[src/rtl/fifo_write_arbiter.sv]
// Write-side scheduler for the CPU->FPGA async FIFO: round-robin arbitration with packet locking,
// requester-tagged beats staged in a single output register that honours the FIFO's full flag.
module fifo_write_arbiter #(
  parameter int unsigned NUM_REQ    = 4,
  parameter int unsigned DATA_WIDTH = 32,
  parameter int unsigned TAG_WIDTH  = 4,
  parameter int unsigned WIDTH      = DATA_WIDTH + TAG_WIDTH
) (
  input  logic                          w_clk,
  input  logic                          w_rst_n,
  input  logic [NUM_REQ-1:0]            req_valid,
  input  logic [NUM_REQ-1:0]            req_last,
  input  logic [NUM_REQ*DATA_WIDTH-1:0] req_data,
  output logic [NUM_REQ-1:0]            req_ready,
  output logic                          w_en,
  output logic [WIDTH-1:0]              data_in,
  input  logic                          full,
  output logic [TAG_WIDTH-1:0]          grant_id,
  output logic                          busy
);

  typedef enum logic [0:0] {StIdle, StLocked} state_e;

  state_e                 r_state, w_state_nxt;
  logic [TAG_WIDTH-1:0]   r_rr_ptr, w_rr_ptr_nxt;
  logic [TAG_WIDTH-1:0]   r_lock_id, w_lock_id_nxt;
  logic [TAG_WIDTH-1:0]   r_grant_id;
  logic                   r_out_valid;
  logic [WIDTH-1:0]       r_out_word;

  logic                   w_slot_free;
  logic [NUM_REQ-1:0]     w_rot;
  logic                   w_arb_found;
  logic [TAG_WIDTH-1:0]   w_arb_idx;
  int                     w_sum;
  logic [TAG_WIDTH-1:0]   w_grant;
  logic [TAG_WIDTH-1:0]   w_grant_inc;
  logic                   w_grant_vld;
  logic                   w_sel_valid;
  logic                   w_sel_last;
  logic [DATA_WIDTH-1:0]  w_sel_data;
  logic                   w_accept;

  assign w_slot_free = !r_out_valid || !full;

  // Rotate valids so bit 0 is the requester at rr_ptr; the first set bit wins.
  assign w_rot = NUM_REQ'({req_valid, req_valid} >> r_rr_ptr);

  always_comb begin
    w_arb_found = 1'b0;
    w_arb_idx   = '0;
    w_sum       = 0;
    for (int k = 0; k < int'(NUM_REQ); k++) begin
      if (!w_arb_found && w_rot[k]) begin
        w_arb_found = 1'b1;
        w_sum       = int'(r_rr_ptr) + k;
        if (w_sum >= int'(NUM_REQ)) w_sum = w_sum - int'(NUM_REQ);
        w_arb_idx   = TAG_WIDTH'(w_sum);
      end
    end
  end

  assign w_grant     = (r_state == StLocked) ? r_lock_id : w_arb_idx;
  assign w_grant_vld = (r_state == StLocked) || w_arb_found;
  assign w_grant_inc = (w_grant == TAG_WIDTH'(NUM_REQ - 1)) ? '0 : w_grant + TAG_WIDTH'(1);

  always_comb begin
    req_ready   = '0;
    w_sel_valid = 1'b0;
    w_sel_last  = 1'b0;
    w_sel_data  = '0;
    for (int i = 0; i < int'(NUM_REQ); i++) begin
      if (w_grant == TAG_WIDTH'(i)) begin
        req_ready[i] = w_grant_vld && w_slot_free;
        w_sel_valid  = req_valid[i];
        w_sel_last   = req_last[i];
        w_sel_data   = req_data[i*DATA_WIDTH +: DATA_WIDTH];
      end
    end
  end

  assign w_accept = w_sel_valid && w_grant_vld && w_slot_free;

  always_comb begin
    w_state_nxt   = r_state;
    w_rr_ptr_nxt  = r_rr_ptr;
    w_lock_id_nxt = r_lock_id;
    case (r_state)
      StIdle: begin
        if (w_accept) begin
          if (w_sel_last) begin
            w_rr_ptr_nxt = w_grant_inc;
          end else begin
            w_state_nxt   = StLocked;
            w_lock_id_nxt = w_grant;
          end
        end
      end
      StLocked: begin
        // Holds here until the locked requester finishes; other valids are ignored.
        if (w_accept && w_sel_last) begin
          w_state_nxt  = StIdle;
          w_rr_ptr_nxt = w_grant_inc;
        end
      end
      default: w_state_nxt = StIdle;
    endcase
  end

  always_ff @(posedge w_clk or negedge w_rst_n) begin
    if (!w_rst_n) begin
      r_state     <= StIdle;
      r_rr_ptr    <= '0;
      r_lock_id   <= '0;
      r_grant_id  <= '0;
      r_out_valid <= 1'b0;
      r_out_word  <= '0;
    end else begin
      r_state   <= w_state_nxt;
      r_rr_ptr  <= w_rr_ptr_nxt;
      r_lock_id <= w_lock_id_nxt;
      if (w_accept) begin
        r_out_word  <= {w_grant, w_sel_data};
        r_out_valid <= 1'b1;
        r_grant_id  <= w_grant;
      end else if (r_out_valid && !full) begin
        r_out_valid <= 1'b0;
      end
    end
  end

  assign w_en     = r_out_valid && !full;
  assign data_in  = r_out_word;
  assign grant_id = r_grant_id;
  assign busy     = (r_state == StLocked);

endmodule

[config.mk]
export PLATFORM = sky130hd
export DESIGN_NAME = fifo_write_arbiter
export DESIGN_NICKNAME = d
export VERILOG_FILES = /design/src/rtl/fifo_write_arbiter.sv
export SDC_FILE = /design/constraint.sdc
export NUM_CORES = 1
export LEC_CHECK = 0
export BUFFER_PORTS_ARGS = -buffer_cell sky130_fd_sc_hd__buf_2
export CORE_UTILIZATION = 42
export CTS_CLUSTER_DIAMETER = 200
export DETAILED_ROUTE_END_ITERATION = 7
export PLACE_DENSITY = 0.77
export SYNTH_ARGS = -nofsm -noshare
export SYNTH_HDL_FRONTEND = slang
export SYNTH_SLANG_ARGS = --single-unit
export TNS_END_PERCENT = 20
[constraint.sdc]
create_clock -name w_clk -period 3.9 [get_ports w_clk]
set_input_delay 0.585 -clock w_clk [delete_from_list [all_inputs] [get_ports w_clk]]
set_output_delay 0.585 -clock w_clk [all_outputs]
set_load 0.01 [all_outputs]
Word-level counts from Yosys, hierarchy flattened:

Cells that the tools add are included.

* input bits: 139
* output and inout port bits: 46
* flip-flop bits (word level): 50
* word-level logic and storage cells: 86

* add/sub/neg operators: 8
* shift operators: 1
* bitwise operators: 2
* muxes and demuxes: 40
* order comparisons: 4
* equal/unequal tests: 6
* reduce and logical (&&, ||, !) cells: 19

Operators by type and width (number)
* 2-to-1 mux 32 bit: 4
* 2-to-1 mux 4 bit: 13
* 2-to-1 mux 1 bit: 21
* subtractor 4 x 3 -> 4 bit (second input constant): 4
* greater-or-equal comparator 5 x 3 -> 1 bit (second input constant): 3
* adder 4 x 2 -> 5 bit (second input constant): 2
* == test 4 x 2 -> 1 bit (second input constant): 2
* logical AND 1 bit: 8
* case mux 4 bit (2 select lines): 1
* >> shifter 8 x 4 -> 4 bit: 1
* AND reduction 3 bit: 2
* adder 4 x 1 -> 5 bit (second input constant): 1
* zero test 1 bit: 5
* adder 4 x 1 -> 4 bit (second input constant): 1
* == test 4 x 1 -> 1 bit (second input constant): 1
* greater-or-equal comparator 4 x 3 -> 1 bit (second input constant): 1
* zero test 4 bit: 1
* != test 2 bit (second input constant): 2
* logical OR 1 bit: 2
* != test 2 x 1 -> 1 bit (second input constant): 1
* NOT 1 bit: 2
* case mux 1 bit (2 select lines): 1
* nonzero test 2 bit: 1

Longest topological paths before layout:

Gate-level depths: netlist of run 1.

* depth in word-level cells: 22
* depth in mapped cells: 20
* mapped depth without buffers: 14

Least setup slack after synthesis of run 1:

Ideal clock, no wire load.

* path type: register to register
* from: reg r_rr_ptr[0]
* to: reg r_out_word[10], in the netlist data_in[10]
* stages on the path, launching flop included: 19
* buffers on the path: 5
* slack: 157 ps
* required time: 3775 ps
* data arrival time: 3618 ps
* period minus slack after synthesis: 3743 ps
* cell sequence: dfrtp_1 > buf_6 > mux2i_2 > o32a_4 > o32ai_1 > a22o_1 > mux2i_1 > inv_1 > ha_1 > buf_2 > nor2b_1 > clkbuf_1 > a221oi_1 > o31ai_1 > o2111a_2 > and2_4 > buf_12 > buf_12 > mux2_4

* word-level cells in the longest chain between the ends: 19
* elaborated cells on any way between the ends: 46
* those cells by class: add/sub: 7; order compare: 4; eq/ne: 3; shift: 1; mux: 21; reduce/logical: 10

Ends and longest elaborated chain
* from (decl): RTL line 25 `logic [TAG_WIDTH-1:0] r_rr_ptr, w_rr_ptr_nxt;`
* from (signal assigned): RTL line 120 `r_rr_ptr <= w_rr_ptr_nxt;`
* branches (longest 10 deep; another with adder 4 x 1 -> 5 bit)
* 2-to-1 mux 4 bit *: RTL line 54 `if (!w_arb_found && w_rot[k]) begin`
* 2-to-1 mux 4 bit *: RTL line 63 `assign w_grant = (r_state == StLocked) ? r_lock_id : w_arb_idx;`
* named net w_grant[0]: RTL line 36 `logic [TAG_WIDTH-1:0] w_grant;`
* zero test 4 bit: RTL line 73 `if (w_grant == TAG_WIDTH'(i)) begin`
* 2-to-1 mux 1 bit (4 in series): RTL line 73
* logical AND 1 bit (2 in series): RTL line 82 `assign w_accept = w_sel_valid && w_grant_vld && w_slot_free;`
* to (signal assigned): RTL line 123 `r_out_word <= {w_grant, w_sel_data};`
* to (decl): RTL line 29 `logic [WIDTH-1:0] r_out_word;`

Mark *: on every way through the listed nets, which the timed path passes.
A chain may end at the register's enable or synchronous reset.

Final worst setup path of run 1:

* from: reg r_rr_ptr[3]
* to: reg r_out_word[1], in the netlist data_in[1]

* word-level cells in the longest chain between the ends: 19
* elaborated cells on any way between the ends: 46
* those cells by class: add/sub: 7; order compare: 4; eq/ne: 3; shift: 1; mux: 21; reduce/logical: 10

Ends and longest elaborated chain (RTL line)
* branches (longest 10 deep; another with adder 4 x 1 -> 5 bit)
* 2-to-1 mux 4 bit *: 54
* 2-to-1 mux 4 bit *: 63
* named net w_grant[1]: 36
* zero test 4 bit: 73
* 2-to-1 mux 1 bit (4 in series): 73
* logical AND 1 bit (2 in series): 82

Marked as above.

==> results.yml, run 1 <==
cts:
  cts_max_path_buffers: 2
  cts_root_buf: "clkbuf_8"
  ctsHoldBuffers: 0
  cts_tree: "yes"
  cts.sink_count: 46
  cts_buffers: 5
  clk_latency_ps: 290
  path_clk_slew_ps: 90
  htreeDepth: 2
layout:
  drive_gt1_share_pct: 45.2
  post-route-util_pct: 57.7
  multiInputGateArea_um2: 2260
  final_common_cell: "buf_2"
  fillers: 782
  syn_to_final_growth_pct: 31.0
  diodes: 0
  final_nets: 738
  final_cell_area_um2: 4810
  ff_latch_area_um2: 1150
  layout_common_cells: "buf_2, dfrtp_1, nand2_1"
drt:
  vias: 3690
  routed_wl_um: 10700
  drtIter0Drc: 161
  wl_per_cell_um: 15.5
  drt-pass1-iter-count: 5
  postRouteAntennaNets: 0
  drcViolationCount: 0
  vias_per_cell: 5.34
power_and_ir_drop:
  totalPowerFinal_mw: 5.13
  leakage_nw: 2.45
  vdd_drop_max_mv: 0.525
  p_per_area_nw_per_um2: 1070
place:
  place_area_um2: 4680
  port_buffers: 184
  place.gp.congestion: 0.869
  dp_hpwl_um: 8420
setup_path:
  rr_startpoint: "r_rr_ptr[3]"
  crit_path_end_kind: "flop"
  setup.worst_path.end: "data_in[1]"
  cp.required_ps: 4070
  worst-r2r-setup-slack_ps: 220
  startpoint_type: "flop"
  cp.arrival_ps: 3850
  crit_fanout: 14
  worstSetupPathType: "reg -> reg"
  worstRegToRegCells: 14
  cp-startpoint: "r_rr_ptr[3]"
  worstReg2RegEnd: "data_in[1]"
global_routing:
  met3_usage_pct: 3.59
  grt_usage_pct: 23.2
  grt_pass1_vias: 3296
  antenna_found_initial: 1
  grt_max_degree: 63
  gr-usage-met2_pct: 40.8
  grt_use_met1_pct: 29.2
  grt_overflow_total: 0
  grt_busiest_layer: "met2"
  grt_pass1_wl_um: 16300
sta:
  skew_ps: 12.2
  hold_slack_ps: 437
  hold_viol_final: 0
  finalSetupTns_ps: 0
  slew_headroom_pct: 33.6
  maxSlewViolCount: 0
  clock.fmax_mhz: 272
  period_share_pct: 94.3
  setup_viol: 0
  worstMarginPinSlew_ps: 997
  min_period_ps: 3680
die:
  dieArea_um2: 9120
  die_w_um: 95.5
  ios: 185
  core_um2: 8340
  rows: 33
  die_y_um: 95.5
  start_util_pct: 44.0
outcome:
  status: "finished, final reports clean"
synth:
  ys_warn_count: 0
  netlist_area_um2: 3670
  synth_edf_count: 0
  ys_types: 52
  ys_seq_elements: 46
  syn-num-nets: 559
  synth_cells: 406
  yosysSeqAreaShare_pct: 31.3
  async_reset_ff_share_pct: 100
  syn_avg_cell_area_um2: 9.05
  synth_flop_cell: "dfrtp_1"
job:
  maxCapViolCount: 0
hold_path:
  hold_class: "in -> async"
-- Yosys cell counts (all sizes together), types with 4 or more instances --
master / n / share of area (%)
a22oi: 32 / 6.5
nor2b: 6 / 1.0
inv: 11 / 1.1
mux2: 40 / 15
o21ai: 34 / 4.6
a21oi: 38 / 5.2
dfrtp: 46 / 31
nand3b: 4 / 0.82
nand2b: 6 / 1.0
clkbuf: 16 / 1.6
and2: 10 / 1.8
buf: 19 / 4.8
mux2i: 6 / 1.7
nand2: 44 / 4.5
ha: 14 / 4.8
nor2: 39 / 4.0
-- report_power, final --
part	leakage [nW]	internal (mW)	total, mW	switching [mW]
clock	0.0514	0.191	0.348	0.157
sequential	0.581	0.705	0.851	0.146
combinational	1.82	1.90	3.93	2.02
total	2.45	2.80	5.13	2.33
-- layout make-up --
type,count,share of cell area (%)
repair buffers,207,23.3
flip-flops and latches,46,24.0
well taps,105,2.73
multi-input cells,314,46.9
clock inverters,2,0.780
inverters,11,0.858
clock buffers,6,1.51
-- worst min path at each step --
stage / endpoint / slack (ps) / cells after the start
after global routing: data_in[27] / 530 / 1
after global placement: grant_id[3] / 480 / 1
after floorplan: asynchronous set/reset pin / 290 / 0
final: r_lock_id[2] / 440 / 1
after detailed placement: data_in[23] / 490 / 1
after CTS: r_lock_id[2] / 490 / 1
-- critical path, stage by stage (launching register included) --
cell      delay, ps
dfrtp_1         430
or2_2           340
o32a_4          260
a41oi_1         240
o221ai_1        190
mux2_2          340
inv_1            90
ha_1            170
nor2b_2         170
a221oi_1         80
o31ai_1         230
o2111a_2        260
and2_4          210
buf_12          170
mux2_2          340
-- timing repair --
action	CTS	global route
setup buffers	0	1
endpoints found under the setup margin	0	33
gates resized for setup	0	2
-- layer usage --
layer | part of all wire (%) | vias to the layer above
li1 | - | 1806
met1 | 41 | 1697
met2 | 51 | 169
met3 | 6.2 | 18
met4 | 2.1 | 0
met5 | 0 | -
-- state kept, by name, indices dropped and copies added, names as in the netlist, named ones only --
| register | count |
|---|---|
| data_in | 32 |
| grant_id | 4 |
| r_lock_id | 4 |
| r_out_valid | 1 |
| r_rr_ptr | 4 |
-- through the flow --
stage | setup WS, ps | cells
after floorplan | 157 | 406
after global placement | 161 | 682
after detailed placement | 33.7 | 682
after CTS | 132 | 690
after global routing | -2.48 | 691
final | 224 | 691
-- cells by family after synthesis --
logic type      count (synthesis)  share of synthesized area [%]
compound gates                129                           22.8
xor+xnor                        5                           1.19
mux                            46                           16.9
flops                          46                           31.3
fa+ha+maj                      14                           4.77
simple gates                  120                           15.4
buf+inv                        46                           7.60
(Power assumes the default switching activity.)
==> run 2, diff against run 1 <==
ABC_AREA = 1   (was unset)
CORE_UTILIZATION = 43   (was 42)
PLACE_DENSITY = 0.78   (was 0.77)
==> results.yml, run 2 <==
drt:
  vias: 4484
  drtIter0Drc: 196
  drcViolationCount: 0
  vias_per_cell: 5.06
  postRouteAntennaNets: 0
  drt-pass1-iter-count: 6
  routed_wl_um: 11900
  wl_per_cell_um: 13.4
setup_path:
  cp.required_ps: 3310
  crit_fanout: 27
  startpoint_type: "flop"
  crit_path_end_kind: "output port"
  cp.arrival_ps: 3090
  worstSetupPathType: "reg -> out"
synth:
  synth.most_common_cell: "nand2_1"
  ys_seq_elements: 46
  syn-num-nets: 761
  async_reset_ff_share_pct: 100
  synth_common_cells: "nand2_1, nand3_1, dfrtp_1, inv_1, nor2_1"
  synth_flop_cell: "dfrtp_1"
  synth.largest_area_cell: "dfrtp_1"
  syn_avg_cell_area_um2: 6.34
  yosysSeqAreaShare_pct: 29.9
  synth_cells: 608
  netlist_area_um2: 3850
  synth_top_area_share_pct: 29.9
  ys_types: 36
  synth.area.top_cells: "dfrtp_1, nand2_1, nand3_1, ha_1, or2_2"
  synth_edf_count: 0
  ys_warn_count: 0
global_routing:
  grt_pass1_wl_um: 19400
  grt_pass1_vias: 4216
  grt_overflow_total: 0
  grt_usage_pct: 25.1
  grt_max_degree: 47
  antenna_found_initial: 0
die:
  core_um2: 8720
  rows: 34
  dieArea_um2: 9350
  ios: 185
  die_y_um: 96.7
  start_util_pct: 44.2
  die_w_um: 96.7
power_and_ir_drop:
  leakage_nw: 2.98
  p_per_area_nw_per_um2: 194
  vdd_drop_max_mv: 0.138
layout:
  drive_gt1_share_pct: 33.4
  final_nets: 930
  layout_common_cells: "nand2_1, buf_2, nand3_1"
  diodes: 0
  ff_latch_area_um2: 1150
  largest_register_ffs: 32
  final_common_cell: "nand2_1"
  multiInputGateArea_um2: 2340
  fillers: 880
  syn_to_final_growth_pct: 27.9
place:
  dp_hpwl_um: 9230
  port_buffers: 184
  place.gp.congestion: 0.946
cts:
  cts_tree: "yes"
  cts_buffers: 5
  cts_root_buf: "clkbuf_8"
  htreeDepth: 2
  cts.sink_count: 46
  ctsHoldBuffers: 0
  path_clk_slew_ps: 90
  clk_latency_ps: 300
  cts_max_path_buffers: 2
sta:
  worstMarginPinSlew_ps: 607
  clock.fmax_mhz: 272
  period_share_pct: 94.3
  slew_headroom_pct: 59.5
  rsz0062_at_grt: "no"
  finalSetupTns_ps: 0
  setup_viol: 0
  min_period_ps: 3680
  hold_slack_ps: 383
  skew_ps: 8.40
  hold_viol_final: 0
  maxSlewViolCount: 0
outcome:
  status: "finished, final reports clean"
job:
  maxCapViolCount: 0
hold_path:
  hold_class: "in -> async"
==> run 2: cell types whose count changed in the layout (fill, tap and decap cells not counted), sizes merged, moves of 7 or more <==
cell / before / now
and2: 10 / 1
or2: 1 / 32
buf: 207 / 199
a21oi: 38 / 3
inv: 11 / 36
nand2: 44 / 262
nand4: 0 / 7
nand3: 3 / 118
o21ai: 34 / 5
mux2: 40 / 0
a22oi: 32 / 0
==> run 2: cell families after synthesis <==
| logic type | Yosys count | synth area share, % |
|---|---|---|
| buffers and inverters | 75 | 9.48 |
| adder cells (fa/ha/maj) | 14 | 4.54 |
| AO/OA/AOI/OAI | 14 | 2.40 |
| XOR/XNOR | 3 | 0.682 |
| AND/OR/NAND/NOR | 456 | 53.0 |
| flip-flops | 46 | 29.9 |
==> run 2: final timing paths <==
kind | startpoint | to | slack (ps) | depth (start not counted)
max | r_rr_ptr[0] | req_ready[3] | 220 | 14
min | w_rst_n | data_in[19] | 380 | 2
max reg2reg | r_rr_ptr[0] | r_rr_ptr[0] | 500 | 22
min reg2reg | data_in[1] | data_in[1] | 480 | 2
max in group asynchronous | w_rst_n | r_rr_ptr[0] | 3080 | 2
min in group w_clk | data_in[1] | data_in[1] | 480 | 2
==> run 2: metrics by stage <==
step,instance area (um2),std cells,setup WS [ps],power (mW),utilization [%]
2_1_floorplan,3850,608,773,0.524,-
3_3_place_gp,4800,876,405,0.612,55.1
3_5_place_dp,4800,876,411,0.613,55.1
4_1_cts,4910,884,60.1,0.963,56.3
5_1_grt,4930,886,20.9,0.994,56.6
6_report,4930,886,223,0.956,56.6
==> run 2: metal layers <==
layer	wire [um]	vias up	GRT usage (%)
li1	-	2253	-
met1	4900	1999	31.6
met2	5830	206	44.3
met3	886	26	3.61
met4	271	0	7.81
met5	0	-	0
==> run 2: repair_timing <==
| action | CTS | global route |
|---|---|---|
| gates resized for setup | 0 | 4 |
| endpoints found under the setup margin | 0 | 4 |
| buffers inserted | 0 | 2 |
==> run 2: final cells by class <==
type	instances	area share, %
clock buffer	6	1.47
clock inverter	2	0.761
inverter	38	2.94
multi-input combinational	487	47.5
sequential	46	23.4
tap	108	2.74
timing repair buffer	199	21.2
==> run 2: worst max-delay path, cell delays in order, from the launching register on <==
cell      delay (ps)
dfrtp_2          500
inv_4            130
nand2_2           70
nand2_1           70
nand3_1           80
a21oi_1          360
a21boi_0         150
nand2_1           80
nand3_1           80
and2_1           210
inv_1            150
ha_1             210
nand3_4          280
nor2_1           240
buf_2            160
==> run 2: where the power goes <==
| part | total, mW | switching [mW] | internal, mW |
|---|---|---|---|
| clock network | 0.353 | 0.162 | 0.191 |
| registers | 0.476 | 0 | 0.476 |
| logic | 0.127 | 0.0580 | 0.0686 |
==> run 3, diff against run 2 <==
--- a/constraint.sdc
+++ b/constraint.sdc
@@ -3,2 +3,2 @@
 set_output_delay 0.585 -clock w_clk [all_outputs]
-set_load 0.01 [all_outputs]
+set_load 0.005 [all_outputs]
==> results.yml, run 3 (synthesis results as in run 2) <==
cts:
  cts_resized: 0
  clk_latency_ps: 290
  htreeDepth: 2
  path_clk_slew_ps: 80
  cts_root_buf: "clkbuf_8"
  postCtsSetupBuffers: 0
  cts_buffers: 5
  cts_tree: "yes"
  ctsHoldBuffers: 0
  cts.sink_count: 46
  cts_max_path_buffers: 2
drt:
  drt-pass1-iter-count: 4
  drcViolationCount: 0
  postRouteAntennaNets: 0
  vias: 4470
  routed_wl_um: 11700
  vias_per_cell: 5.06
  wl_per_cell_um: 13.3
  drtIter0Drc: 206
layout:
  final_nets: 929
  layout_common_cells: "nand2_1, buf_2, nand3_1"
  syn_to_final_growth_pct: 27.0
  drive_gt1_share_pct: 33.2
  largest_register_ffs: 32
  fillers: 886
  diodes: 0
  final_common_cell: "nand2_1"
die:
  start_util_pct: 44.2
  ios: 185
  core_um2: 8720
  rows: 34
  dieArea_um2: 9350
  die_w_um: 96.7
  die_y_um: 96.7
power_and_ir_drop:
  combPwrFrac_pct: 14.5
  switchingPower_mw: 0.206
  p_per_area_nw_per_um2: 178
  internal-power_mw: 0.665
  leakage_nw: 2.97
  pwr-share-seq_pct: 54.7
  clockPowerShare_pct: 30.8
  vdd_drop_max_mv: 0.122
  sw_frac_of_total_pct: 23.7
sta:
  finalSetupTns_ps: 0
  rsz0062_at_grt: "no"
  setup_viol: 0
  hold_viol_final: 0
  slew_headroom_pct: 32.2
  clock.fmax_mhz: 277
  skew_ps: 6.50
  maxSlewViolCount: 0
  hold_slack_ps: 456
  worstMarginPinSlew_ps: 1020
  min_period_ps: 3610
  period_share_pct: 92.6
global_routing:
  grt_overflow_total: 0
  grt_usage_pct: 25.7
  grt_pass1_vias: 4182
  grt_max_degree: 47
  antenna_found_initial: 0
  grt_pass1_wl_um: 19800
place:
  place.gp.congestion: 0.950
  port_buffers: 184
  dp_hpwl_um: 9240
setup_path:
  startpoint_type: "flop"
  path_cells: "inv_4, nand2_2, nand2_1, nand3_1, a21oi_1, a21boi_0, nand2_1, nand3_1, and2_1, inv_1, ha_1, clkinv_1, nor3_1, buf_2"
  cp.required_ps: 3310
  slowest_stage: "dfrtp_2"
  crit_fanout: 13
  worstRegToRegCells: 22
  cp.arrival_ps: 3030
  worstSetupPathType: "reg -> out"
  max_stage_delay_ps: 510
  crit_path_end_kind: "output port"
outcome:
  status: "finished, final reports clean"
hold_path:
  hold_class: "in -> async"
job:
  maxCapViolCount: 0
[run 3: changes by cell type in the layout (fill, tap and decap cells not counted), sizes merged]
| cell | delta |
|---|---|
| clkinvlp | -1 |
| buf | -1 |
| clkbuf | -1 |
| clkinv | +2 |
| bufinv | -1 |
[run 3: per-stage QoR]
stage | instances | instance area [um2] | util (%) | setup WS (ps) | power [mW]
floorplan | 608 | 3850 | - | 872 | 0.524
global placement | 877 | 4810 | 55.1 | 522 | 0.612
detailed placement | 877 | 4810 | 55.1 | 472 | 0.613
CTS | 884 | 4890 | 56.0 | 174 | 0.881
global route | 884 | 4900 | 56.1 | 24.2 | 0.915
finish | 884 | 4900 | 56.1 | 288 | 0.871
[run 3: path summary, 6_finish.rpt]
| kind | startpoint | endpoint | slack, ps |
|---|---|---|---|
| min in group w_clk | data_in[24] | data_in[24] | 480 |
| worst max-delay path | r_rr_ptr[0] | req_ready[1] | 290 |
| worst min register to register | data_in[24] | data_in[24] | 480 |
| worst max register to register | r_rr_ptr[2] | r_rr_ptr[3] | 560 |
| worst min-delay path | w_rst_n | data_in[9] | 460 |
| max in group asynchronous | w_rst_n | r_rr_ptr[1] | 2760 |
[run 3: power groups by stage]
stage,clock [mW],sequential [mW],combinational (mW)
2_1_floorplan,0,0.486,0.0380
3_3_place_gp,0,0.486,0.126
3_5_place_dp,0,0.486,0.127
4_1_cts,0.277,0.476,0.128
5_1_grt,0.296,0.476,0.143
6_report,0.268,0.476,0.127
[run 3: metal layers]
metal | up-vias | track usage [%] | share of wire (%)
li1 | 2256 | - | -
met1 | 2007 | 33.8 | 43
met2 | 181 | 43.3 | 48
met3 | 26 | 3.40 | 5.5
met4 | 0 | 9.41 | 2.9
met5 | - | 0 | 0
[run 3: critical path: cells and delay by family (launching register included)]
kind | cells | cell delay [ps]
buf+inv | 4 | 600
compound gates | 2 | 510
simple gates | 7 | 840
flops | 1 | 510
fa+ha+maj | 1 | 260
[run 3: area by class of cell]
type	instances	area [um2]	share of cell area, %
sequential	46	1150	23.6
multi-input combinational	487	2340	47.9
clock buffer	5	68.8	1.41
inverter	38	145	2.96
timing repair buffer	198	1040	21.2
clock inverter	2	10.0	0.204
tap	108	135	2.76
